<file path="config.mk">
export PLATFORM = sky130hd
export DESIGN_NAME = alu_decode
export DESIGN_NICKNAME = d
export VERILOG_FILES = /design/src/rtl/alu_decode.sv
export SDC_FILE = /design/constraint.sdc
export NUM_CORES = 1
export LEC_CHECK = 0
export CAP_MARGIN = 20
export CORE_MARGIN = 3
export CORE_UTILIZATION = 54
export DETAILED_ROUTE_END_ITERATION = 10
export HOLD_SLACK_MARGIN = 0.15
export PLACE_DENSITY = 0.93
export SYNTH_ARGS = -nofsm -noshare
export SYNTH_HDL_FRONTEND = slang
export SYNTH_SLANG_ARGS = --single-unit
</file>
<file path="constraint.sdc">
create_clock -name clk -period 5.2 [get_ports clk]
set_clock_uncertainty 0.1 [all_clocks]
set_input_delay 1.04 -clock clk [delete_from_list [all_inputs] [get_ports clk]]
set_output_delay 1.04 -clock clk [all_outputs]
set_load 0.01 [all_outputs]
</file>
<file path="src/rtl/alu_decode.sv">
// alu_decode: decode/issue stage in front of the ALU.
// Decodes RV32I OP, OP-IMM and LUI words into ALU op, register indices,
// immediate and writeback controls. Illegal words are flagged and counted.
// An output register plus one skid register keep in_ready registered.
// Ports:
//   clk, rst                       clock, synchronous active-high reset
//   in_valid/in_ready              input handshake
//   in_instr, in_pc                instruction word and its address
//   out_valid/out_ready            output handshake
//   out_op, out_rs1/rs2/rd         ALU op code and register indices
//   out_imm, out_use_imm           immediate, ALU src_b select
//   out_rd_we, out_illegal, out_pc writeback enable, illegal flag, address
//   illegal_cnt                    saturating count of accepted illegal words
module alu_decode #(
   parameter int unsigned CNT_W = 16
) (
   input  logic             clk,
   input  logic             rst,
   input  logic             in_valid,
   output logic             in_ready,
   input  logic [31:0]      in_instr,
   input  logic [31:0]      in_pc,
   output logic             out_valid,
   input  logic             out_ready,
   output logic [4:0]       out_op,
   output logic [4:0]       out_rs1,
   output logic [4:0]       out_rs2,
   output logic [4:0]       out_rd,
   output logic [31:0]      out_imm,
   output logic             out_use_imm,
   output logic             out_rd_we,
   output logic             out_illegal,
   output logic [31:0]      out_pc,
   output logic [CNT_W-1:0] illegal_cnt
);

   localparam int unsigned XLEN  = 32;
   localparam int unsigned REG_W = 5;
   localparam int unsigned OP_W  = 5;

   localparam logic [6:0] OPC_OP    = 7'b0110011;
   localparam logic [6:0] OPC_OPIMM = 7'b0010011;
   localparam logic [6:0] OPC_LUI   = 7'b0110111;
   localparam logic [6:0] F7_BASE   = 7'b0000000;
   localparam logic [6:0] F7_ALT    = 7'b0100000;

   localparam logic [OP_W-1:0] ALU_PASS = 5'h0;
   localparam logic [OP_W-1:0] ALU_ADD  = 5'h1;
   localparam logic [OP_W-1:0] ALU_XOR  = 5'h2;
   localparam logic [OP_W-1:0] ALU_OR   = 5'h3;
   localparam logic [OP_W-1:0] ALU_AND  = 5'h4;
   localparam logic [OP_W-1:0] ALU_SUB  = 5'h5;
   localparam logic [OP_W-1:0] ALU_SLTU = 5'h6;
   localparam logic [OP_W-1:0] ALU_SLL  = 5'h7;
   localparam logic [OP_W-1:0] ALU_SRL  = 5'h8;
   localparam logic [OP_W-1:0] ALU_SRA  = 5'h9;
   localparam logic [OP_W-1:0] ALU_SLT  = 5'hA;

   typedef struct packed {
      logic [OP_W-1:0]  op;
      logic [REG_W-1:0] rs1;
      logic [REG_W-1:0] rs2;
      logic [REG_W-1:0] rd;
      logic [XLEN-1:0]  imm;
      logic             use_imm;
      logic             rd_we;
      logic             illegal;
      logic [XLEN-1:0]  pc;
   } entry_t;

   entry_t           dec_c;
   entry_t           out_q, out_d, skid_q, skid_d;
   logic             out_valid_q, out_valid_d;
   logic             skid_valid_q, skid_valid_d;
   logic             in_ready_q, in_ready_d;
   logic [CNT_W-1:0] cnt_q, cnt_d;
   logic             accept_c;

   logic [6:0]       opcode;
   logic [2:0]       f3;
   logic [6:0]       f7;
   logic [OP_W-1:0]  op_sel;
   logic [XLEN-1:0]  imm_sel;
   logic             legal;
   logic             use_imm_sel;

   assign opcode   = in_instr[6:0];
   assign f3       = in_instr[14:12];
   assign f7       = in_instr[31:25];
   assign accept_c = in_valid & in_ready_q;

   // Instruction decode
   always_comb begin
      legal       = 1'b0;
      op_sel      = ALU_PASS;
      imm_sel     = '0;
      use_imm_sel = 1'b0;
      dec_c       = '0;
      dec_c.rs1   = in_instr[19:15];
      dec_c.rs2   = in_instr[24:20];
      dec_c.rd    = in_instr[11:7];
      dec_c.pc    = in_pc;
      unique case (opcode)
         OPC_OP: begin
            legal = (f7 == F7_BASE);
            unique case (f3)
               3'b000: begin
                  op_sel = (f7 == F7_ALT) ? ALU_SUB : ALU_ADD;
                  legal  = (f7 == F7_BASE) || (f7 == F7_ALT);
               end
               3'b001: op_sel = ALU_SLL;
               3'b010: op_sel = ALU_SLT;
               3'b011: op_sel = ALU_SLTU;
               3'b100: op_sel = ALU_XOR;
               3'b101: begin
                  op_sel = (f7 == F7_ALT) ? ALU_SRA : ALU_SRL;
                  legal  = (f7 == F7_BASE) || (f7 == F7_ALT);
               end
               3'b110: op_sel = ALU_OR;
               3'b111: op_sel = ALU_AND;
            endcase
         end
         OPC_OPIMM: begin
            legal       = 1'b1;
            use_imm_sel = 1'b1;
            imm_sel     = {{20{in_instr[31]}}, in_instr[31:20]};
            unique case (f3)
               3'b000: op_sel = ALU_ADD;
               3'b001: begin
                  op_sel = ALU_SLL;
                  legal  = (f7 == F7_BASE);
               end
               3'b010: op_sel = ALU_SLT;
               3'b011: op_sel = ALU_SLTU;
               3'b100: op_sel = ALU_XOR;
               3'b101: begin
                  op_sel = (f7 == F7_ALT) ? ALU_SRA : ALU_SRL;
                  legal  = (f7 == F7_BASE) || (f7 == F7_ALT);
               end
               3'b110: op_sel = ALU_OR;
               3'b111: op_sel = ALU_AND;
            endcase
         end
         OPC_LUI: begin
            legal       = 1'b1;
            op_sel      = ALU_ADD;
            use_imm_sel = 1'b1;
            imm_sel     = {in_instr[31:12], 12'b0};
            dec_c.rs1   = '0;
         end
         default: legal = 1'b0;
      endcase
      // Illegal words keep raw register fields but no op, immediate or writeback
      dec_c.op      = legal ? op_sel : ALU_PASS;
      dec_c.imm     = legal ? imm_sel : '0;
      dec_c.use_imm = legal & use_imm_sel;
      dec_c.rd_we   = legal;
      dec_c.illegal = ~legal;
   end

   // Output/skid next state; skid is only ever filled while the output stalls
   always_comb begin
      out_d        = out_q;
      out_valid_d  = out_valid_q;
      skid_d       = skid_q;
      skid_valid_d = skid_valid_q;
      cnt_d        = cnt_q;
      if (!out_valid_q || out_ready) begin
         if (skid_valid_q) begin
            out_d        = skid_q;
            out_valid_d  = 1'b1;
            skid_valid_d = 1'b0;
         end else if (accept_c) begin
            out_d       = dec_c;
            out_valid_d = 1'b1;
         end else begin
            out_valid_d = 1'b0;
         end
      end else if (accept_c) begin
         skid_d       = dec_c;
         skid_valid_d = 1'b1;
      end
      if (accept_c && dec_c.illegal && (cnt_q != {CNT_W{1'b1}})) begin
         cnt_d = cnt_q + CNT_W'(1);
      end
      in_ready_d = ~skid_valid_d;
   end

   // State registers
   always_ff @(posedge clk) begin
      if (rst) begin
         out_q        <= '0;
         skid_q       <= '0;
         out_valid_q  <= 1'b0;
         skid_valid_q <= 1'b0;
         in_ready_q   <= 1'b1;
         cnt_q        <= '0;
      end else begin
         out_q        <= out_d;
         skid_q       <= skid_d;
         out_valid_q  <= out_valid_d;
         skid_valid_q <= skid_valid_d;
         in_ready_q   <= in_ready_d;
         cnt_q        <= cnt_d;
      end
   end

   assign in_ready    = in_ready_q;
   assign out_valid   = out_valid_q;
   assign out_op      = out_q.op;
   assign out_rs1     = out_q.rs1;
   assign out_rs2     = out_q.rs2;
   assign out_rd      = out_q.rd;
   assign out_imm     = out_q.imm;
   assign out_use_imm = out_q.use_imm;
   assign out_rd_we   = out_q.rd_we;
   assign out_illegal = out_q.illegal;
   assign out_pc      = out_q.pc;
   assign illegal_cnt = cnt_q;

endmodule

</file>
# [Word-level counts from Yosys, hierarchy flattened]
# Index checks and enable logic that the tools add are counted.
[op_classes] add_sub_neg=1 n_eq_ne=12 n_mux=19 bitwise=5 reduce_logical=12
[op_table] operator="87-bit 2-to-1 mux" n=2
[op_table] operator="5-bit one-hot mux with 8 select lines" n=2
[op_table] operator="32-bit one-hot mux with 2 select lines" n=1
[op_table] operator="32-bit 2-to-1 mux" n=1
[op_table] operator="7-bit by 6-bit == test with 1-bit output, second input constant" n=3
[op_table] operator="16-bit by 1-bit adder with 16-bit output, second input constant" n=1
[op_table] operator="16-bit inequality test, second input constant" n=1
[op_table] operator="5-bit one-hot mux with 3 select lines" n=1
[op_table] operator="3-bit == test, second input constant" n=4
[op_table] operator="5-bit 2-to-1 mux" n=2
[op_table] operator="7-bit by 5-bit == test with 1-bit output, second input constant" n=1
[op_table] operator="7-bit zero test" n=1
[op_table] operator="1-bit 2-to-1 mux" n=7
[op_table] operator="3-bit by 2-bit == test with 1-bit output, second input constant" n=2
[op_table] operator="2-bit AND reduction" n=2
[op_table] operator="2-bit OR reduction" n=2
[op_table] operator="3-bit by 1-bit == test with 1-bit output, second input constant" n=1
[op_table] operator="3-bit zero test" n=1
[op_table] operator="3-bit 2-to-1 mux" n=1
[op_table] operator="1-bit NOT" n=3
[op_table] operator="1-bit one-hot mux with 3 select lines" n=1
[op_table] operator="1-bit AND" n=2
[op_table] operator="1-bit logical AND" n=2
[op_table] operator="1-bit logical OR" n=2
[op_table] operator="3 further kinds" n=3
[word_totals] regBits=193 input_bits=68 output_inout_bits=105 elab_cells=71

# [Logic depth before layout (Yosys ltp)]
[logic_depth] ltp_word=7 mapped_depth=9 depth_no_buf=6

# [Least setup slack after synthesis]
# OpenSTA, ideal clock, no wires.
[synth_path] path_kind="input to register" from="input in_instr[26]" to="register out_q (netlist bit out_imm[22])" setup_ns=0.066 arrival_time_ns=2.745 t_required_ns=5.034 setup_slack_ns=2.289 path_stages=8 path_buffers=2 cell_sequence="or4_4 -> o311ai_4 -> a21o_4 -> nor2_2 -> a21o_1 -> buf_6 -> buf_6 -> a21oi_2"
[synth_via] elab_chain_len=7 word_cells_on_any_way=9 classes_between="1 x eq/ne; 6 x mux; 2 x reduce/logical"
[synth_rtl] element="start, declared" line="21" rtl="input logic [31:0] in_instr,"
[synth_rtl] element="7-bit by 6-bit == test with 1-bit output or 7-bit zero test (tied branches)"
[synth_rtl] element="1-bit logical OR" line="109, 117, 138"
[synth_rtl] element="1-bit one-hot mux with 2 select lines or 1-bit 2-to-1 mux (tied branches)"
[synth_rtl] element="1-bit one-hot mux with 3 select lines (*)" line="103" rtl="unique case (opcode)"
[synth_rtl] element="32-bit 2-to-1 mux (*)" line="155" rtl="dec_c.imm = legal ? imm_sel : '0;"
[synth_rtl] element="87-bit 2-to-1 mux (*)" line="173" rtl="end else if (accept_c) begin"
[synth_rtl] element="87-bit 2-to-1 mux (*)" line="169" rtl="if (skid_valid_q) begin"
[synth_rtl] element="end signal, assigned" line="199" rtl="out_q <= out_d;"
[synth_rtl] element="end, declared" line="72" rtl="entry_t out_q, out_d, skid_q, skid_d;"
# Every way passes the cells marked *; elsewhere a longest branch is shown, timed or not. The select of a mux whose other input is x is not followed.
# A chain may end at the register's enable or synchronous reset.

# [Worst setup path after layout]
[layout_path] from="input in_instr[12]" to="register out_q (netlist bit out_imm[21])"
[layout_via] elab_chain_len=7 word_cells_on_any_way=10 classes_between="2 x eq/ne; 6 x mux; 2 x reduce/logical"
[layout_rtl] element="3-bit == test or 3-bit zero test (tied branches)" line="106, 127"
[layout_rtl] element="2-bit OR reduction (no line)"
[layout_rtl] element="1-bit 2-to-1 mux"
[layout_rtl] element="1-bit one-hot mux with 3 select lines (*)" line="103"
[layout_rtl] element="32-bit 2-to-1 mux (*)" line="155"
[layout_rtl] element="87-bit 2-to-1 mux (*)" line="173"
[layout_rtl] element="87-bit 2-to-1 mux (*)" line="169"
# Marks and branches as above.

==> results.rst <==
.. list-table::
   :header-rows: 1

   * - Metric
     - Value
   * - Vias in the first global route
     - slightly below 7000
   * - Synth warn
     - 0
   * - GRT Overall Usage
     - 25.8%
   * - DIE AREA
     - 16000 um^2
   * - Max-Cap Viols
     - 0
   * - Routing usage on met3
     - a little over 6%
   * - Cts bufs inserted
     - 17
   * - Slew at the pin with the worst max-slew slack
     - roughly 0.95 ns
   * - Part of the power in the clock network
     - 41.2%
   * - Final RePlAce weighted congestion
     - 0.882
   * - Instance area after placement
     - a little under 10000 um^2
   * - Worst path arrival time
     - 3.53 ns
   * - Cell Pwr Density
     - 322 nW/um^2
   * - Startpoint class of the critical path
     - input pin
   * - Largest delay share family, worst path
     - compound AO/OA/AOI/OAI gates
   * - Status
     - finished clean
   * - Synthesized netlist net count
     - a little over 1000
   * - Post-synthesis to final-layout area growth
     - 30.4%
   * - Critical-path top delay cell
     - sky130_fd_sc_hd__clkdlybuf4s50_1
   * - Post CTS Setup Buffer Count
     - 0
   * - Avg Cell Area, Syn
     - 8.35 um^2
   * - Number of buffers added on ports
     - 171
   * - Maximum single-stage delay on the critical path
     - 0.71 ns
   * - Final min period
     - 3.36 ns
   * - Number of diodes
     - 0
   * - Final instance area
     - 10200 um^2
   * - Worst relative slew slack
     - 36.7%
   * - Switching power summed over all nets
     - a little over 0.8 mW
   * - Clock Latency Late Sink
     - 0.43 ns
   * - Global-route layer with the greatest usage
     - met2
   * - Number of distinct library cells after synthesis
     - 58
   * - Clock sink count
     - ~190
   * - Top-Level Pins
     - 173
   * - Gate count of the mapped netlist
     - 939
   * - Detail-routed net length per standard cell
     - 16.8 um
   * - Root cell of the clock tree
     - sky130_fd_sc_hd__clkbuf_16
   * - Vertical extent of the die
     - between 100 and 150 um
   * - Std-Cell Core Area
     - 14000 um^2
   * - Share of async-settable or async-resettable flops after synthesis
     - 0%
   * - Register clock-pin slew on the reported worst setup and hold paths
     - 0.07 ns
   * - Via total after detailed routing
     - approximately 7300
   * - Maximum number of pins on one net before global-route repair
     - 93
   * - Global routing usage on met2
     - around 43%
   * - Classification of the worst setup path
     - input pin to flip-flop
   * - Post-synthesis cell area
     - 7840 um^2
   * - DRC violation count after routing
     - 0
   * - Vias/cell
     - 5.83
   * - 1st-iter DRT viols
     - around 760
   * - Total grt overflow
     - 0
   * - Post-synthesis sequential element count
     - 191
   * - HPWL after DPL
     - 13900 um
   * - Final WL
     - 21100 um
   * - Cells taking the most area after synthesis
     - sky130_fd_sc_hd__dfxtp_1 (49%), sky130_fd_sc_hd__nand2_1 (8.4%), sky130_fd_sc_hd__a21oi_1 (7.0%)
   * - Proportion of synthesized chip area in sequential cells
     - between 40% and 50%
   * - DR pass1 iterations
     - 6
   * - Maximum vdd ir drop
     - between 200 and 250 uV
   * - PnR worst setup slack
     - 1.84 ns
   * - Cell internal power dissipation
     - ~2.5 mW
   * - Largest area contributor in the synthesized netlist
     - sky130_fd_sc_hd__dfxtp_1
   * - Post-synth top area share
     - 48.7%
   * - Top fanout value on the critical path
     - 19
   * - Most frequent cells in the layout
     - sky130_fd_sc_hd__dfxtp_1 (190), sky130_fd_sc_hd__nand2_1 (175), sky130_fd_sc_hd__clkdlybuf4s50_1 (170), sky130_fd_sc_hd__a21oi_1 (110), sky130_fd_sc_hd__nor2_1 (82)
   * - Worst Path Required
     - 5.37 ns
   * - Most frequent standard cell in the layout excluding fill and tap cells
     - sky130_fd_sc_hd__dfxtp_1
   * - Hold violation total from the final report
     - 0
   * - Maximum clock frequency
     - 0.298 GHz
   * - Sequential Power Share
     - between 40 and 50%
   * - Worst setup EP type
     - flip-flop
   * - Buffers plus inverters on the worst setup path
     - 1
   * - Fraction of final layout cells sized beyond drive strength 1
     - 7.04%
   * - Total number of H-tree levels
     - 4
   * - Die width
     - roughly 130 um
   * - DP Worst Slack
     - 1.46 ns
   * - Initial antenna violation count
     - 0
   * - Static leakage power
     - 3.49 nW
   * - Hold bufs inserted after CTS
     - 0
   * - Number of instances resized during post-cts repair
     - 0
   * - Cell row count
     - 43
   * - Final Net Count
     - 1136
   * - Critical-path cell list
     - clkdlybuf4s50_1 > xor2_1 > o21ai_0 > and4_1 > nor2_2 > a21o_1 > a21oi_1
   * - Final critical-path share of the clock period
     - 64.5%
   * - Number of synthesized flops with an enable pin
     - 0
   * - Hold WC Path Type
     - flip-flop to flip-flop
   * - Maximum root-to-sink buffer count
     - 2
   * - Share of the core filled with cells
     - between 70% and 80%
   * - Count of endpoints failing setup in the final report
     - 0
   * - Switching fraction of total power
     - 24.4%
   * - Accumulated negative setup slack
     - 0 ns
   * - Global-route wire length before repair
     - 33900 um
   * - Fraction of power consumed by combinational cells
     - 11.7%
   * - Setup repair after global routing missed its margin
     - no
   * - Met1 Use GR
     - 32.6%
   * - Residual antenna-violating net count after detailed routing
     - 0
   * - CTS tree
     - built
   * - Final Max Slew Viols
     - 0
   * - Starting density of the core
     - ~56%
   * - Most frequently used flop master after synthesis
     - sky130_fd_sc_hd__dfxtp_1
[registers in the layout, summed over array words and instances, names as in the netlist]
register	cells
out_op	4
out_rd	5
out_valid	1
skid_valid_q	1
out_rs2	5
illegal_cnt	16
out_illegal	1
out_pc	32
in_ready	1
out_use_imm	1
out_imm	32
out_rd_we	1
skid_q	86
out_rs1	5
[per-layer routing]
layer | vias to the layer above | wire [um]
met3 | 42 | 1570
met1 | 3420 | 8640
met5 | - | 0
li1 | 3540 | -
met4 | 0 | 510
met2 | 340 | 10400
[worst reg2reg max path: stages, from the launching register on]
cell and delay [ns]:
sky130_fd_sc_hd__dfxtp_4 0.81, sky130_fd_sc_hd__inv_1 0.63, sky130_fd_sc_hd__and3_1 0.48, sky130_fd_sc_hd__a221oi_1 0.36, sky130_fd_sc_hd__nor2_1 0.09
[area by class of cell]
type / count / area, um^2
Clock buffer: 19 / 454
Clock inverter: 12 / 156
Fill cell: 1041 / 3810
Inverter: 10 / 37.5
Multi-Input combinational cell: 665 / 3730
Sequential cell: 191 / 3830
Tap cell: 180 / 225
Timing Repair Buffer: 182 / 1800
[synth_stat cells, types with 5 or more instances]
cell type                  instances
sky130_fd_sc_hd__nand3_1          16
sky130_fd_sc_hd__and3_1            5
sky130_fd_sc_hd__nand2_1         176
sky130_fd_sc_hd__a22o_1           11
sky130_fd_sc_hd__a21oi_1         110
sky130_fd_sc_hd__a21oi_2           7
sky130_fd_sc_hd__or3_1            10
sky130_fd_sc_hd__inv_1            10
sky130_fd_sc_hd__nor2_1           85
sky130_fd_sc_hd__nor2_2            5
sky130_fd_sc_hd__o21ai_0          64
sky130_fd_sc_hd__clkbuf_1         57
sky130_fd_sc_hd__dfxtp_1         191
sky130_fd_sc_hd__a221oi_1         11
sky130_fd_sc_hd__and2_1            6
sky130_fd_sc_hd__nor3_1           11
sky130_fd_sc_hd__a311oi_1          6
sky130_fd_sc_hd__a211oi_1         47
sky130_fd_sc_hd__mux2i_1          44
sky130_fd_sc_hd__buf_1             9
[through the flow]
step	power [mW]	cells	hold WS (ns)
finish	3.29	1259	0.350
global route	3.41	1259	0.370
CTS	3.31	1259	0.352
detailed placement	1.97	1228	0.342
global placement	1.96	1227	0.333
floorplan	1.77	939	0.325
[cell families (layout without fill, tap and decap cells)]
group / count (synthesis) / in the layout / synth area share (%)
flip-flops: 191 / 191 / 48.7
XOR/XNOR: 5 / 5 / 0.558
multiplexers: 45 / 45 / 5.76
buffers and inverters: 83 / 223 / 4.28
other: 1 / 1 / 0.0478
AND/OR/NAND/NOR: 339 / 339 / 18.7
adder cells (fa/ha/maj): 1 / 1 / 0.159
AO/OA/AOI/OAI: 274 / 274 / 21.8
[worst paths after layout]
kind	from	to	slack (ns)	cells after the start
setup / recovery	in_instr[12]	out_imm[21]$_SDFFE_PP0P_	1.84	7
hold reg to reg	skid_q[77]$_SDFFE_PP0P_	skid_q[77]$_SDFFE_PP0P_	0.35	2
setup reg to reg	skid_valid_q$_SDFF_PP0_	out_imm[6]$_SDFFE_PP0P_	2.61	4
hold / removal	skid_q[77]$_SDFFE_PP0P_	skid_q[77]$_SDFFE_PP0P_	0.35	2
[power groups by stage]
stage | Clock (mW) | Combinational, mW | Sequential (mW)
floorplan | 0 | 0.165 | 1.60
global placement | 0 | 0.373 | 1.58
detailed placement | 0 | 0.383 | 1.59
CTS | 1.37 | 0.386 | 1.55
global route | 1.44 | 0.416 | 1.56
finish | 1.36 | 0.386 | 1.55
(Power assumes the default switching activity.)
